===== src/rtl/usrt_tx.sv =====
// USRT transmitter: one-byte holding register feeding an 11-bit LSB-first frame shifter,
// plus a free-running bit clock. Define USRT_TX_PARITY_EN for even parity in bit 9.
module usrt_tx #(
  parameter int unsigned CLKS_PER_BIT = 16
) (
  input  logic       i_Pclk,
  input  logic       i_Rst,
  input  logic [7:0] i_Tx_Data,
  input  logic       i_Tx_Valid,
  output logic       o_Tx_Ready,
  output logic       o_Tx_Serial,
  output logic       o_Bclk,
  output logic       o_Busy,
  output logic       o_Done
);

  localparam int unsigned CntW = (CLKS_PER_BIT > 1) ? $clog2(CLKS_PER_BIT) : 1;
  localparam logic [CntW-1:0] CntMax  = CntW'(CLKS_PER_BIT - 1);
  localparam logic [CntW-1:0] CntHalf = CntW'(CLKS_PER_BIT / 2);

  typedef enum logic {StIdle, StSend} state_e;

  state_e          state_q, state_d;
  logic [CntW-1:0] clk_count_q, clk_count_d;
  logic            bclk_q, bclk_d;
  logic            hold_valid_q, hold_valid_d;
  logic [7:0]      hold_data_q, hold_data_d;
  logic [10:0]     frame_q, frame_d;
  logic [3:0]      bit_idx_q, bit_idx_d;
  logic            serial_q, serial_d;
  logic            done_q, done_d;

  logic        tick;
  logic        accept;
  logic        load;
  logic        bit9;
  logic [3:0]  next_idx;
  logic [10:0] hold_frame;

  assign tick       = (clk_count_q == CntMax);
  assign o_Tx_Ready = ~hold_valid_q & ~i_Rst;
  assign accept     = i_Tx_Valid & o_Tx_Ready;
  assign next_idx   = bit_idx_q + 4'd1;

`ifdef USRT_TX_PARITY_EN
  assign bit9 = ^hold_data_q;
`else
  assign bit9 = 1'b1;
`endif

  assign hold_frame = {1'b1, bit9, hold_data_q, 1'b0};

  always_comb begin
    clk_count_d  = tick ? '0 : clk_count_q + 1'b1;
    // Bit clock rises as the count wraps to 0 and falls mid-bit.
    bclk_d       = (clk_count_d < CntHalf);
    state_d      = state_q;
    hold_valid_d = hold_valid_q;
    hold_data_d  = hold_data_q;
    frame_d      = frame_q;
    bit_idx_d    = bit_idx_q;
    serial_d     = serial_q;
    done_d       = 1'b0;
    load         = 1'b0;

    case (state_q)
      StIdle: begin
        serial_d = 1'b1;
        if (tick && hold_valid_q) begin
          load    = 1'b1;
          state_d = StSend;
        end
      end
      StSend: begin
        if (tick) begin
          if (bit_idx_q == 4'd10) begin
            done_d = 1'b1;
            if (hold_valid_q) begin
              load = 1'b1;
            end else begin
              state_d  = StIdle;
              serial_d = 1'b1;
            end
          end else begin
            bit_idx_d = next_idx;
            serial_d  = frame_q[next_idx];
          end
        end
      end
      default: state_d = StIdle;
    endcase

    if (load) begin
      frame_d      = hold_frame;
      bit_idx_d    = 4'd0;
      serial_d     = 1'b0;
      hold_valid_d = 1'b0;
    end

    // Load and accept are exclusive: load needs a full hold, accept an empty one.
    if (accept) begin
      hold_valid_d = 1'b1;
      hold_data_d  = i_Tx_Data;
    end
  end

  always_ff @(posedge i_Pclk) begin
    if (i_Rst) begin
      state_q      <= StIdle;
      clk_count_q  <= '0;
      bclk_q       <= 1'b1;
      hold_valid_q <= 1'b0;
      hold_data_q  <= '0;
      frame_q      <= '1;
      bit_idx_q    <= '0;
      serial_q     <= 1'b1;
      done_q       <= 1'b0;
    end else begin
      state_q      <= state_d;
      clk_count_q  <= clk_count_d;
      bclk_q       <= bclk_d;
      hold_valid_q <= hold_valid_d;
      hold_data_q  <= hold_data_d;
      frame_q      <= frame_d;
      bit_idx_q    <= bit_idx_d;
      serial_q     <= serial_d;
      done_q       <= done_d;
    end
  end

  assign o_Tx_Serial = serial_q;
  assign o_Bclk      = bclk_q;
  assign o_Busy      = (state_q == StSend);
  assign o_Done      = done_q;

endmodule


===== config.mk =====
export PLATFORM = sky130hd
export DESIGN_NAME = usrt_tx
export DESIGN_NICKNAME = d
export VERILOG_FILES = /design/src/rtl/usrt_tx.sv
export SDC_FILE = /design/constraint.sdc
export NUM_CORES = 1
export LEC_CHECK = 0
export ABC_AREA = 0
export CORE_MARGIN = 3
export CORE_UTILIZATION = 23
export CTS_CLUSTER_SIZE = 14
export DETAILED_ROUTE_END_ITERATION = 16
export GPL_ROUTABILITY_DRIVEN = 1
export SYNTH_ARGS = -nofsm -noshare
export SYNTH_HDL_FRONTEND = slang
export SYNTH_SLANG_ARGS = --single-unit

===== constraint.sdc =====
create_clock -name i_Pclk -period 2.3 [get_ports i_Pclk]
set_input_delay 0.69 -clock i_Pclk [delete_from_list [all_inputs] [get_ports i_Pclk]]
set_output_delay 0.69 -clock i_Pclk [all_outputs]
set_load 0.01 [all_outputs]

Word level (Yosys, flattened, before mapping). Cells that the tools add are included.

Equality and inequality tests: 4. Mux-type cells: 19. Reductions and logical operators: 6. Magnitude comparators: 2. Bitwise gates (word level): 7. Add/subtract/negate cells: 2.

Operator list (number): 1-bit 2-to-1 mux (14); 4-bit by 1-bit adder with 4-bit output (second input constant) (2); 4-bit equality test (second input constant) (2); 1-bit case mux with 2 select lines (3); 4-bit by 5-bit < comparator with 1-bit output (second input constant) (1); 1-bit NOT (5); 1-bit binary-select mux with 4-bit select (1); 4-bit < comparator (second input constant) (1); 4-bit 2-to-1 mux (1); 4-bit inequality test (second input constant) (1); 3-bit by 1-bit inequality test with 1-bit output (second input constant) (1); 3-bit AND reduction (1); 3-bit OR reduction (1); 1-bit bitwise AND (2); 2-bit AND reduction (1); 2-bit nonzero test (1); 2-bit OR reduction (1); 1-bit logical AND (1).

Word-level logic and storage cells: 49. Bits of input ports: 11. Output and inout bits: 5. Bits in registers: 30.

Logic depth before layout (Yosys ltp). Gate-level depths: netlist of the first run.

Depth in word-level cells: 7. Mapped depth: 8. Depth with buffers taken out: 7.

Least setup slack after synthesis of the first run. Ideal clock, no wire load.

Path type: input-to-output. Start point: input i_Rst. End point: output o_Tx_Ready. Buffers on the path: 2. Setup slack: 0.255 ns. Arrival: 1.355 ns. Required time: 1.610 ns. Stages on the path: 3. Cell sequence: clkbuf_1 > buf_1 > nor2_1.

Word-level cells in the longest chain between the ends: 2.

RTL lines: from (decl) (RTL line 7) `input logic i_Rst,`; 1-bit NOT (RTL line 41) `assign o_Tx_Ready = ~hold_valid_q & ~i_Rst;`; 1-bit bitwise AND (RTL line 41); to (decl) (RTL line 10) `output logic o_Tx_Ready,`.

No other way between the ends.

Worst setup path in the final report of the first run. Same ends and word-level chain as after synthesis.

==> out/summary.log, run 1 <==
[status] result of the run finished, final reports clean
[timing] maximum clock frequency 445 MHz
[cts] worst skew pair latency 0.28 ns
[cts] clock tree from TritonCTS yes
[timing] number of setup violations in the final report 0
[place] worst slack at placement -0.286 ns
[critical_path] worst reg-to-reg setup slack 0.14 ns
[place] Port-buffer cells 15
[floorplan] Die Wd 80.2 um
[timing] post-route setup TNS 0 ns
[synth] number of nets produced by synthesis 147
[timing] Slew HR 0.670
[timing] slew at the pin closest to its max-slew limit 0.493 ns
[finish] number of filler cells placed in the layout 562
[detailed_routing] DR vias/cell 4.21
[synth] sequential element share of the synthesized area 0.475
[global_routing] grt total ovfl 0
[global_routing] number of antenna violations at the first check in global routing 0
[place] half-perimeter wire length of the detailed placement result 1.64 mm
[detailed_routing] length of the first detailed-routing pass in iterations 4
[cts] CTS H-tree depth 2
[detailed_routing] DRC viols 0
[synth] cell type with the largest total area after synthesis sky130_fd_sc_hd__dfxtp_1
[finish] fraction of layout instances using a drive strength above 1 0.105
[job] number of max-cap violations 0
[finish] nets 165
[detailed_routing] detailed-routed wire length on met3 97 um
[synth] synth unique cells 32
[finish] area used by multi-input combinational logic 606 sq um
[global_routing] number of global-route vias before repair 843
[floorplan] Vert. Die Dim 80.2 um
[timing] least setup slack across all paths after layout 0.0519 ns
[pwr] proportion of total power due to net switching 0.216
[synth] Post-Synthesis Mean Instance Area 9.51 sq um
[critical_path] CP Cell Sequence clkdlybuf4s50_1, nor2_2, clkdlybuf4s15_1
[global_routing] wire length of the first global-routing pass 4.08 mm
[critical_path] cell class contributing the biggest share of worst-path delay buffers and inverters
[synth] most instantiated flip-flop cell in the synthesis netlist sky130_fd_sc_hd__dfxtp_1
[critical_path] Crit-path slowest cell sky130_fd_sc_hd__clkdlybuf4s50_1
[detailed_routing] total routed wirelength 2.43 mm
[place] RePlAce Congestion 0.716
[critical_path] critical path class in2out
[cts] CTS Buffer Depth 2
[timing] Final period util 0.977
[synth] Post-synth ARST share 0
[floorplan] number of ports placed on the die boundary 16
[synth] number of flip-flops and latches in the synthesized netlist 30
[cts] total clock buffers created by CTS 5
[pwr] clock network fraction of total power 0.454
[critical_path] Critical Path RT 1.61 ns
[critical_path] crit end category primary output
[timing] max-slew violation total from the final report 0
[pwr] Pwr per Cell Area 710 mW/mm^2
[critical_path] Data arrival, critical path 1.56 ns
[synth] Cells after Synth 133
[cts] hold buffer count at cts 0
[cts] clock-pin slew reported for the worst setup and hold paths after clock tree synthesis 0.07 ns
[timing] final hold violation count 0
[critical_path] Critical Path Fanout Max 2
[finish] Inserted Diodes 0
[pwr] largest vdd supply drop 0.000264 V
[floorplan] Initial Util 0.243
[finish] area taken by flip-flops and latches 601 sq um
[detailed_routing] average detailed-routed wire length per instance 11.0 um
[critical_path] number of buffer and inverter stages on the critical path 2
[place] placed cell count 214
[finish] Synth-to-Final Area Change 26.6%
[finish] Cell Count, Final, Fillers Out 222
[global_routing] largest net degree at the start of global routing 30
[detailed_routing] routed length on met2 1.01 mm
[synth] area of the mapped netlist 0.00126 sq mm
[pwr] leakage 0.575 nW
[timing] shortest period the worst path allows 2.25 ns
[pwr] relative contribution of combinational cells to total power 0.062
[pwr] sequential fraction of design power 0.484
[detailed_routing] met1 wire length 1.24 mm
[critical_path] max incr delay on CP 0.46 ns
[synth] top cells by area in the synthesized netlist sky130_fd_sc_hd__dfxtp_1, sky130_fd_sc_hd__nand2_1, sky130_fd_sc_hd__a211o_1
[cts] buffer type at the clock tree root sky130_fd_sc_hd__clkbuf_8
[cts] buffers inserted by post-CTS timing repair 0
[global_routing] Total Routing Usage GR 0.0859
[cts] number of sinks driven by the clock tree 30
[timing] unrepaired setup endpoints after global routing false
[synth] Synthesis Warnings 0
[timing] Setup Skew 0.00524 ns
[floorplan] Die Outline Area 0.00643 sq mm
[synth] number of flops mapped to enable cells by yosys 0
[timing] worst hold-check slack 0.457 ns
[floorplan] Rows 26
[pwr] cell internal power dissipation 892 uW
[detailed_routing] antenna-violating nets left 0
[detailed_routing] highest routed layer met4
[critical_path] nature of the critical path startpoint input port
[detailed_routing] Iteration-0 DRC Markers 55
[min_path] class of the worst hold path reg2reg
[synth] proportion of netlist area held by the largest area contributor 0.475
[floorplan] placeable core area 0.00520 sq mm
[detailed_routing] via count of the routed design 934
[pwr] P_sw 246 uW
## what timing repair did
action / 4_1_cts / 5_1_grt
resized for setup: 2 / 1
setup endpoints to repair: 1 / 1
gates cloned: 0 / 0
pin swaps: 0 / 0
## cells in the mapped netlist (2+ instances only)
master,number
sky130_fd_sc_hd__nand2_1,21
sky130_fd_sc_hd__nor2b_1,9
sky130_fd_sc_hd__o31ai_1,2
sky130_fd_sc_hd__nand2b_1,2
sky130_fd_sc_hd__clkbuf_1,3
sky130_fd_sc_hd__nand3_1,2
sky130_fd_sc_hd__dfxtp_1,30
sky130_fd_sc_hd__mux4_1,2
sky130_fd_sc_hd__inv_1,5
sky130_fd_sc_hd__a21oi_1,11
sky130_fd_sc_hd__nor2_1,5
sky130_fd_sc_hd__xnor2_1,4
sky130_fd_sc_hd__ha_1,3
sky130_fd_sc_hd__a211o_1,8
sky130_fd_sc_hd__and3_1,2
sky130_fd_sc_hd__nor3_1,5
sky130_fd_sc_hd__buf_1,2
sky130_fd_sc_hd__xor2_1,2
sky130_fd_sc_hd__o21ai_0,2
## kinds of logic (layout without fill, tap and decap cells)
kind of cell	Yosys count	in the layout	share of synthesized area
flip-flops	30	30	0.475
multiplexers	3	3	0.0504
adder cells (fa/ha/maj)	3	3	0.0297
AND/OR/NAND/NOR	50	50	0.195
XOR/XNOR	6	6	0.0415
buffers and inverters	13	32	0.0485
AO/OA/AOI/OAI	28	28	0.160
## cell type report
cell class,count,area share
tap,70,0.0547
timing repair buffer,19,0.112
clock buffer,5,0.0430
multi-input combinational,90,0.378
sequential,30,0.375
clock inverter,3,0.0250
inverter,5,0.0117
## layer usage
metal | track usage | up-vias
met5 | 0 | -
met2 | 0.114 | 16
met3 | 0.0314 | 5
met4 | 0.0659 | 0
met1 | 0.110 | 421
li1 | - | 492
## tightest hold or removal path, delay by kind of cell (launching register included)
| family | cells | cell delay, ns |
|---|---|---|
| buf+inv | 1 | 0.04 |
| compound gates | 1 | 0.06 |
| flops | 1 | 0.31 |
## path summary, 6_finish.rpt
path / startpoint / to / cells after the start
worst max-delay path: i_Rst / o_Tx_Ready / 3
worst min-delay path: frame_q[0] / frame_q[0] / 2
worst max register to register: bit_idx_q[0] / o_Tx_Serial / 6
worst min register to register: frame_q[0] / frame_q[0] / 2
## cells in the final DEF (no fill, tap or decap), drive strengths merged, types with 3 or more instances in the layout
cell,Yosys,routed
dfxtp,30,30
nand2,21,21
clkdlybuf4s50,0,14
a21oi,12,12
nor2b,9,9
a211o,8,8
inv,5,5
nor3,5,5
clkbuf,3,5
nor2,5,5
xnor2,4,4
buf,5,4
ha,3,3
## through the flow
| stage | instance area, sq um | util | total power [mW] |
|---|---|---|---|
| final | 1600 | 0.308 | 1.14 |
| after global placement | 1490 | 0.286 | 0.631 |
| after global routing | 1600 | 0.308 | 1.19 |
| after floorplan | 1260 | - | 0.596 |
| after detailed placement | 1490 | 0.286 | 0.633 |
| after CTS | 1600 | 0.307 | 1.15 |
## sequential cells by signal, summed over array words and instances (netlist names)
register      flops
bit_idx_q         4
clk_count_q       4
frame_q           9
hold_data_q       8
hold_valid_q      1
o_Bclk            1
o_Busy            1
o_Done            1
o_Tx_Serial       1
## power groups by stage
stage	registers (mW)	logic [mW]	clock network, mW
CTS	0.550	0.0716	0.532
finish	0.550	0.0706	0.517
floorplan	0.559	0.0370	0
global route	0.553	0.0793	0.561
detailed placement	0.561	0.0717	0
global placement	0.561	0.0708	0
Power figures use the tool's default switching activity.
==> run 2, diff against run 1 <==
Settings changed: ABC_AREA 0 to default.
==> results of run 2 <==
No change in the layout: final DEF, timing and power equal those of run 1.
==> run 3, diff against run 2 <==
Settings changed: GPL_ROUTABILITY_DRIVEN 1 to default.
==> results of run 3 <==
No change in the layout: final DEF, timing and power equal those of run 1.
